### src/rtl/calc_pkg.sv
// Shared calculator definitions: keycodes, keypad index mapping and scanner types.
package calc_pkg;

  localparam logic [4:0] KEY_NONE          = 5'h00;
  localparam logic [4:0] KEY_MEMORY_RECALL = 5'h01;
  localparam logic [4:0] KEY_MEMORY_STORE  = 5'h02;
  localparam logic [4:0] KEY_CA            = 5'h04;
  localparam logic [4:0] KEY_ADD           = 5'h0a;
  localparam logic [4:0] KEY_MULTIPLY      = 5'h0b;
  localparam logic [4:0] KEY_EQUAL         = 5'h0c;
  localparam logic [4:0] KEY_DIGIT_BASE    = 5'h10;

  // Highest populated matrix position; 22..24 have no switch fitted.
  localparam logic [4:0] KEY_LAST_INDEX    = 5'd21;

  typedef enum logic [1:0] {
    ST_IDLE,
    ST_EMIT,
    ST_HELD
  } scan_state_e;

  typedef enum logic [1:0] {
    RES_NONE,
    RES_KEY,
    RES_MULTI
  } sweep_kind_e;

  // idx is only meaningful for RES_KEY and is kept zero otherwise so that
  // whole-struct equality compares the kinds alone.
  typedef struct packed {
    sweep_kind_e kind;
    logic [4:0]  idx;
  } sweep_result_t;

  function automatic logic key_populated(input logic [4:0] idx);
    return idx <= KEY_LAST_INDEX;
  endfunction

  function automatic logic [4:0] key_to_code(input logic [4:0] idx);
    logic [4:0] code;
    code = KEY_NONE;
    if (idx < 5'd16) begin
      code = KEY_DIGIT_BASE + idx;
    end else begin
      case (idx)
        5'd16:   code = KEY_ADD;
        5'd17:   code = KEY_MULTIPLY;
        5'd18:   code = KEY_EQUAL;
        5'd19:   code = KEY_CA;
        5'd20:   code = KEY_MEMORY_STORE;
        5'd21:   code = KEY_MEMORY_RECALL;
        default: code = KEY_NONE;
      endcase
    end
    return code;
  endfunction

endpackage

### src/rtl/keypad_debounce.sv
// Whole-sweep debouncer: remembers the last sweep result and how many
// consecutive sweeps have produced it, saturating at DEBOUNCE_SWEEPS.
module keypad_debounce
  import calc_pkg::*;
#(
  parameter int DEBOUNCE_SWEEPS = 4
) (
  input  logic          clock,
  input  logic          reset,
  input  logic          sweep_done,
  input  sweep_result_t sweep_result,
  output logic          result_valid,
  output logic          stable,
  output sweep_result_t result
);

  localparam int SW = $clog2(DEBOUNCE_SWEEPS + 1);
  localparam logic [SW-1:0] STAB_MAX = SW'(DEBOUNCE_SWEEPS);

  logic [SW-1:0] stab_reg, stab_next;
  sweep_result_t prev_reg;
  logic          valid_reg;

  // Next stability count: grow on a repeat of the previous result, else restart at 1.
  always_comb begin
    stab_next = SW'(1);
    if (sweep_result == prev_reg) begin
      stab_next = (stab_reg == STAB_MAX) ? STAB_MAX : stab_reg + 1'b1;
    end
  end

  // Capture each completed sweep; valid_reg flags the cycle the new state is visible.
  always_ff @(posedge clock) begin
    if (reset) begin
      stab_reg  <= '0;
      prev_reg  <= '{kind: RES_NONE, idx: 5'd0};
      valid_reg <= 1'b0;
    end else begin
      valid_reg <= sweep_done;
      if (sweep_done) begin
        stab_reg <= stab_next;
        prev_reg <= sweep_result;
      end
    end
  end

  assign result_valid = valid_reg;
  assign stable       = (stab_reg == STAB_MAX);
  assign result       = prev_reg;

endmodule

### src/rtl/keypad_scanner.sv
// 5x5 keypad scanner: column drive, row sampling, sweep classification and
// the press/hold/release FSM that feeds calc_logic's keycode/newkey.
// Optional build macro KEYPAD_AUTOREPEAT_EN enables digit auto-repeat.
module keypad_scanner
  import calc_pkg::*;
#(
  parameter int SCAN_DIV        = 5000,
  parameter int DEBOUNCE_SWEEPS = 4,
  parameter int REPEAT_DELAY    = 64,
  parameter int REPEAT_RATE     = 16
) (
  input  logic       clock,
  input  logic       reset,
  output logic [4:0] col_n,
  input  logic [4:0] row_n,
  output logic [4:0] keycode,
  output logic       newkey
);

`ifdef KEYPAD_AUTOREPEAT_EN
  localparam bit REPEAT_EN = 1'b1;
`else
  localparam bit REPEAT_EN = 1'b0;
`endif

  localparam int DW = $clog2(SCAN_DIV);
  localparam logic [DW-1:0] DWELL_LAST = DW'(SCAN_DIV - 1);
  localparam int RPT_MAX = (REPEAT_DELAY > REPEAT_RATE) ? REPEAT_DELAY : REPEAT_RATE;
  localparam int RPT_W   = $clog2(RPT_MAX + 1);

  logic [4:0]    row_meta_reg, row_sync_reg;
  logic [2:0]    col_reg;
  logic [DW-1:0] dwell_reg;
  logic          sample, sweep_end;
  logic [4:0]    col_base;
  logic [4:0]    row_hit;
  logic [4:0]    row_idx [5];
  logic [1:0]    col_cnt, tot_cnt, acc_cnt_reg;
  logic [4:0]    col_idx, tot_idx, acc_idx_reg;
  logic [2:0]    tot_sum;
  sweep_result_t sweep_res, deb_result;
  logic          deb_valid, deb_stable;

  scan_state_e      state_reg, state_next;
  logic [4:0]       keycode_reg, keycode_next, deb_code;
  logic [RPT_W-1:0] rpt_cnt_reg, rpt_cnt_next, rpt_cnt_inc, rpt_thr;
  logic             rpt_active_reg, rpt_active_next;
  logic             press_seen, release_seen;

  // Two-flop synchronizer; rows idle high (pulled up).
  always_ff @(posedge clock) begin
    if (reset) begin
      row_meta_reg <= '1;
      row_sync_reg <= '1;
    end else begin
      row_meta_reg <= row_n;
      row_sync_reg <= row_meta_reg;
    end
  end

  assign sample    = (dwell_reg == DWELL_LAST);
  assign sweep_end = sample && (col_reg == 3'd4);

  // Column/dwell counters: each column is driven for SCAN_DIV cycles.
  always_ff @(posedge clock) begin
    if (reset) begin
      col_reg   <= 3'd0;
      dwell_reg <= '0;
    end else if (sample) begin
      dwell_reg <= '0;
      col_reg   <= (col_reg == 3'd4) ? 3'd0 : col_reg + 3'd1;
    end else begin
      dwell_reg <= dwell_reg + 1'b1;
    end
  end

  assign col_n    = ~(5'b00001 << col_reg);
  assign col_base = 5'(col_reg) * 5'd5;

  // Per-row key index and hit flag for the column currently driven.
  genvar gi;
  generate
    for (gi = 0; gi < 5; gi++) begin : g_row
      assign row_idx[gi] = col_base + 5'(gi);
      assign row_hit[gi] = ~row_sync_reg[gi] && key_populated(row_idx[gi]);
    end
  endgenerate

  // Merge this column's hits with the sweep so far and classify the sweep.
  always_comb begin
    col_cnt = 2'd0;
    col_idx = 5'd0;
    for (int r = 0; r < 5; r++) begin
      if (row_hit[r]) begin
        col_idx = row_idx[r];
        if (col_cnt != 2'd2) col_cnt = col_cnt + 2'd1;
      end
    end
    tot_sum = {1'b0, acc_cnt_reg} + {1'b0, col_cnt};
    tot_cnt = (tot_sum >= 3'd2) ? 2'd2 : tot_sum[1:0];
    tot_idx = (col_cnt != 2'd0) ? col_idx : acc_idx_reg;
    sweep_res = '{kind: RES_NONE, idx: 5'd0};
    if (tot_cnt == 2'd1) sweep_res = '{kind: RES_KEY, idx: tot_idx};
    else if (tot_cnt == 2'd2) sweep_res = '{kind: RES_MULTI, idx: 5'd0};
  end

  // Running key count/index across columns 0..3, cleared at each sweep end.
  always_ff @(posedge clock) begin
    if (reset || sweep_end) begin
      acc_cnt_reg <= 2'd0;
      acc_idx_reg <= 5'd0;
    end else if (sample) begin
      acc_cnt_reg <= tot_cnt;
      acc_idx_reg <= tot_idx;
    end
  end

  keypad_debounce #(
    .DEBOUNCE_SWEEPS(DEBOUNCE_SWEEPS)
  ) u_debounce (
    .clock        (clock),
    .reset        (reset),
    .sweep_done   (sweep_end),
    .sweep_result (sweep_res),
    .result_valid (deb_valid),
    .stable       (deb_stable),
    .result       (deb_result)
  );

  assign deb_code     = key_to_code(deb_result.idx);
  assign press_seen   = deb_valid && deb_stable && (deb_result.kind == RES_KEY);
  assign release_seen = deb_valid && deb_stable && (deb_result.kind != RES_KEY);
  assign rpt_cnt_inc  = rpt_cnt_reg + 1'b1;
  assign rpt_thr      = rpt_active_reg ? RPT_W'(REPEAT_RATE) : RPT_W'(REPEAT_DELAY);

  // Next-state and strobe logic; a stable MULTI counts as no key.
  always_comb begin
    state_next      = state_reg;
    keycode_next    = keycode_reg;
    rpt_cnt_next    = rpt_cnt_reg;
    rpt_active_next = rpt_active_reg;
    newkey          = 1'b0;
    case (state_reg)
      ST_IDLE: begin
        if (press_seen) begin
          keycode_next    = deb_code;
          rpt_active_next = 1'b0;
          state_next      = ST_EMIT;
        end
      end
      ST_EMIT: begin
        newkey       = 1'b1;
        rpt_cnt_next = '0;
        state_next   = ST_HELD;
      end
      ST_HELD: begin
        if (release_seen) begin
          keycode_next = KEY_NONE;
          state_next   = ST_IDLE;
        end else if (deb_valid) begin
          // Only the same stable digit keeps the repeat timer running.
          if (REPEAT_EN && press_seen && (deb_code == keycode_reg) && keycode_reg[4]) begin
            if (rpt_cnt_inc == rpt_thr) begin
              rpt_active_next = 1'b1;
              state_next      = ST_EMIT;
            end else begin
              rpt_cnt_next = rpt_cnt_inc;
            end
          end else begin
            rpt_cnt_next = '0;
          end
        end
      end
      default: state_next = ST_HELD;
    endcase
  end

  // FSM registers; reset lands in HELD so a key held through reset is ignored.
  always_ff @(posedge clock) begin
    if (reset) begin
      state_reg      <= ST_HELD;
      keycode_reg    <= KEY_NONE;
      rpt_cnt_reg    <= '0;
      rpt_active_reg <= 1'b0;
    end else begin
      state_reg      <= state_next;
      keycode_reg    <= keycode_next;
      rpt_cnt_reg    <= rpt_cnt_next;
      rpt_active_reg <= rpt_active_next;
    end
  end

  assign keycode = keycode_reg;

endmodule

### config.mk
export PLATFORM = sky130hd
export DESIGN_NAME = keypad_scanner
export DESIGN_NICKNAME = d
export VERILOG_FILES = /design/src/rtl/calc_pkg.sv /design/src/rtl/keypad_debounce.sv /design/src/rtl/keypad_scanner.sv
export SDC_FILE = /design/constraint.sdc
export NUM_CORES = 1
export LEC_CHECK = 0
export ABC_AREA = 1
export CORE_ASPECT_RATIO = 1.4
export CORE_UTILIZATION = 45
export CTS_CLUSTER_DIAMETER = 100
export CTS_CLUSTER_SIZE = 25
export DETAILED_ROUTE_END_ITERATION = 12
export GPL_TIMING_DRIVEN = 0
export PLACE_DENSITY = 0.65
export RECOVER_POWER = 100
export SETUP_SLACK_MARGIN = 0.3
export SLEW_MARGIN = 20
export SYNTH_ARGS = -nofsm -noshare
export SYNTH_HDL_FRONTEND = slang
export SYNTH_SLANG_ARGS = --single-unit
### constraint.sdc
create_clock -name clock -period 4.65 [get_ports clock]
set_input_delay 1.395 -clock clock [delete_from_list [all_inputs] [get_ports clock]]
set_output_delay 1.395 -clock clock [all_outputs]
set_load 0.01 [all_outputs]
==> results by group, run 1 <==
Global routing
  • First-pass GRT wire length: 13.6 mm
  • Largest net degree at the start of global routing: 15
  • Tot GR Track Use: 23.0%
  • Vias in the first global route: 3,018
  • Initial antenna violation count: 0
  • Global route overflow: 0

Synth
  • Synth async-reset ratio: 0%
  • Top FF cell, synth: dfxtp_1
  • Syn nets: 506
  • Syn_area_per_cell: 6.96 µm²
  • Post-Synthesis Cells: 473
  • Yosys warns: 0
  • Mapped cell area: 3290 µm²
  • Seq cells post-synth: 51
  • Post-synthesis sequential area ratio: 31.0%
  • EDFF count, synth: 0
  • Cell variety after synth: 40

Route
  • Vias per cell: 5.10
  • DR vias: 3,209
  • Final ANT Viol Nets: 0
  • Total Wirelength: 8.25 mm
  • Pre-antenna DRT Iters: 4
  • DR iter-0 viols: 106
  • Routed len/inst: 13.1 µm
  • DRC: 0

CTS
  • Clock sink total: 51
  • Post-cts hold buffer count: 0
  • Clock root cell: clkbuf_8
  • CTS clock-pin slew for the worst setup and hold paths: 0.09 ns
  • H-tree levels: 2
  • CTS tree: built
  • Clock tree buffer depth: 2
  • Clk_lat worst skew: 0.30 ns
  • Num CTS Buffers: 5

Finish
  • Max FFs per register: 13
  • Nets: 566
  • Share of layout cells above drive strength 1: 28.5%
  • Area growth, synth to finish: 30.4%
  • # fillers: 684
  • Final std cells w/o fill: 629
  • Diode count: 0

Floorplan
  • Core Box Area: 7030 µm²
  • Die Wd: 74.3 µm
  • I/O pin count: 18
  • Starting Density: 46.8%
  • FP Rows: 36
  • Die Y: 103 µm
  • Die ar.: 7660 µm²

Placement
  • Placed Cells incl. Taps: 585
  • Pre-CTS setup slack: -0.247 ns
  • GPL Wtd Cong: 0.898
  • Port bufs: 17
  • Post-DP HPWL: 5.75 mm

STA
  • RSZ-0062 raised after global routing: true
  • Worst slew pin tran: 0.612 ns
  • Max Fclk: 227 MHz
  • Period utilisation layout: 94.7%
  • Setup ws final: 0.245 ns
  • Setup Skew: 0.00518 ns
  • Slew Limit Fails: 0
  • Slew margin rel.: 58.8%
  • Minimum clock period after layout: 4.41 ns
  • Count of final setup violators: 0
  • Final Hold Fails: 0

Setup path
  • R2r setup slk: 0.24 ns
  • CP most frequent cell: ha_4
  • Crit Path Class: reg -> reg
  • Reg-to-reg startpoint: col_reg[0]
  • Arrival time worst endpoint: 4.61 ns
  • Crit Reg-Reg Endpoint: u_debounce.stab_reg[0]
  • Critical path fanouts, max: 5
  • Slowest CP cell: fa_1
  • Crit path largest cell delay: 0.42 ns
  • Worst Reg-to-Reg Cells: 34
  • Critical path launch point type: flop
  • CP required: 4.85 ns
  • Kind of end point of the critical path: flop

Min path
  • Hold path depth: 1
  • Hold endpoint: row_sync_reg[2]
  • HP Start: row_meta_reg[2]
  • Min-Delay Path Class: reg -> reg

Outcome
  • Outcome: complete, no violations

Pwr
  • Leak Pwr: 1.88 nW
  • Peak VDD IR: 0.229 mV
  • PD cells: 202 nW/µm²

Run
  • Maxcap violations: 0
-- synthesized netlist by cell type, types with 3 or more instances --
cell type  number  share of area, %
a21oi_1        22               3.3
dfxtp_1        51                31
ha_1           25               9.5
inv_1          64               7.3
nand2_1       126                14
nand2_2        20               3.8
nand2_4         3               1.0
nand3_1        34               5.2
nand3_2         8               2.4
nor2_1         32               3.7
nor2_2          3              0.57
nor3_1          5              0.76
nor3b_1         5               1.1
nor4_1          4              0.76
o21ai_0        15               2.3
o21bai_1        4              0.91
o22ai_1         7               1.3
or2_2          13               2.5
xor2_1          3              0.80
-- report_power, final --
part | leakage (nW) | switching [mW] | internal, mW | total [mW]
clock network | 0.0422 | 0.138 | 0.106 | 0.244
registers | 0.416 | 0.00258 | 0.441 | 0.443
logic | 1.42 | 0.100 | 0.0775 | 0.178
total | 1.88 | 0.241 | 0.624 | 0.865
-- layer usage --
metal | global-route usage, % | wire length [µm] | vias up | part of all wire, %
met1 | 25.3 | 3400 | 1460 | 41
met5 | 0 | 0 | - | 0
li1 | - | - | 1631 | -
met4 | 12.5 | 395 | 0 | 4.8
met2 | 42.7 | 4260 | 84 | 52
met3 | 2.42 | 194 | 34 | 2.4
-- layout by cell type, fill, tap and decap left out, types with 13 or more instances in the layout --
master,instances
nand2_2,29
nand3_2,16
or2_2,13
nor2_1,31
buf_4,32
nand3_1,23
dfxtp_1,48
a21oi_1,21
o21ai_0,15
ha_1,14
inv_1,52
nand2_1,112
-- layout make-up --
| cell class | count | area (µm²) | share of cell area [%] |
|---|---|---|---|
| Multi-Input combinational cell | 349 | 2270 | 52.9 |
| Sequential cell | 51 | 1030 | 24.1 |
| Timing Repair Buffer | 53 | 465 | 10.8 |
| Inverter | 68 | 277 | 6.44 |
| Tap cell | 95 | 119 | 2.77 |
| Clock buffer | 7 | 76.3 | 1.78 |
| Buffer | 5 | 45.0 | 1.05 |
| Clock inverter | 1 | 5.00 | 0.117 |
-- stage by stage --
step / instance area, µm² / util, % / setup TNS, ns / hold WS, ns / power, mW
finish: 4290 / 61.1 / 0 / 0.422 / 0.865
global route: 4290 / 61.1 / -0.0441 / 0.426 / 0.909
CTS: 4110 / 58.5 / 0 / 0.424 / 0.866
detailed placement: 3640 / 51.9 / -0.565 / 0.404 / 0.590
global placement: 3640 / 51.9 / -0.517 / 0.402 / 0.588
floorplan: 3350 / - / 0 / 0.389 / 0.562
-- what timing repair did --
| item | 4_1_cts | 5_1_grt |
|---|---|---|
| cloned | 1 | 0 |
| buffers inserted | 25 | 10 |
| setup endpoints to repair | 9 | 3 |
| pin swaps | 30 | 26 |
| gates resized for setup | 43 | 22 |
-- worst max path at each step --
stage / start / end / slack [ns] / cells past startpoint
final: col_reg[0] / u_debounce.stab_reg[0] / 0.24 / 34
after global routing: col_reg[0] / u_debounce.stab_reg[0] / -0.04 / 33
after CTS: col_reg[0] / u_debounce.stab_reg[0] / 0.28 / 33
after detailed placement: col_reg[1] / u_debounce.stab_reg[0] / -0.25 / 33
after global placement: col_reg[1] / u_debounce.stab_reg[0] / -0.23 / 33
after floorplan: col_reg[0] / u_debounce.stab_reg[0] / 0.31 / 33
-- worst max-delay path: cells and delay by family, from the launching register on --
kind | cells | cell delay (ns)
simple gates | 19 | 1.76
fa+ha+maj | 8 | 1.74
buf+inv | 7 | 0.40
flops | 1 | 0.38
-- cell families after synthesis --
kind of cell | share of synthesized area [%]
AO/OA/AOI/OAI | 10.6
AND/OR/NAND/NOR | 38.6
adder cells (fa/ha/maj) | 10.1
XOR/XNOR | 0.799
buffers and inverters | 8.78
flip-flops | 31.0
Power figures use the tool's default switching activity.
==> run 2, diff against run 1 <==
Settings changed: CTS_CLUSTER_DIAMETER 100 to 200, HOLD_SLACK_MARGIN from default to 0.1.
==> results of run 2 <==
Same layout as run 1: the final DEF is identical, and so are final timing and power.
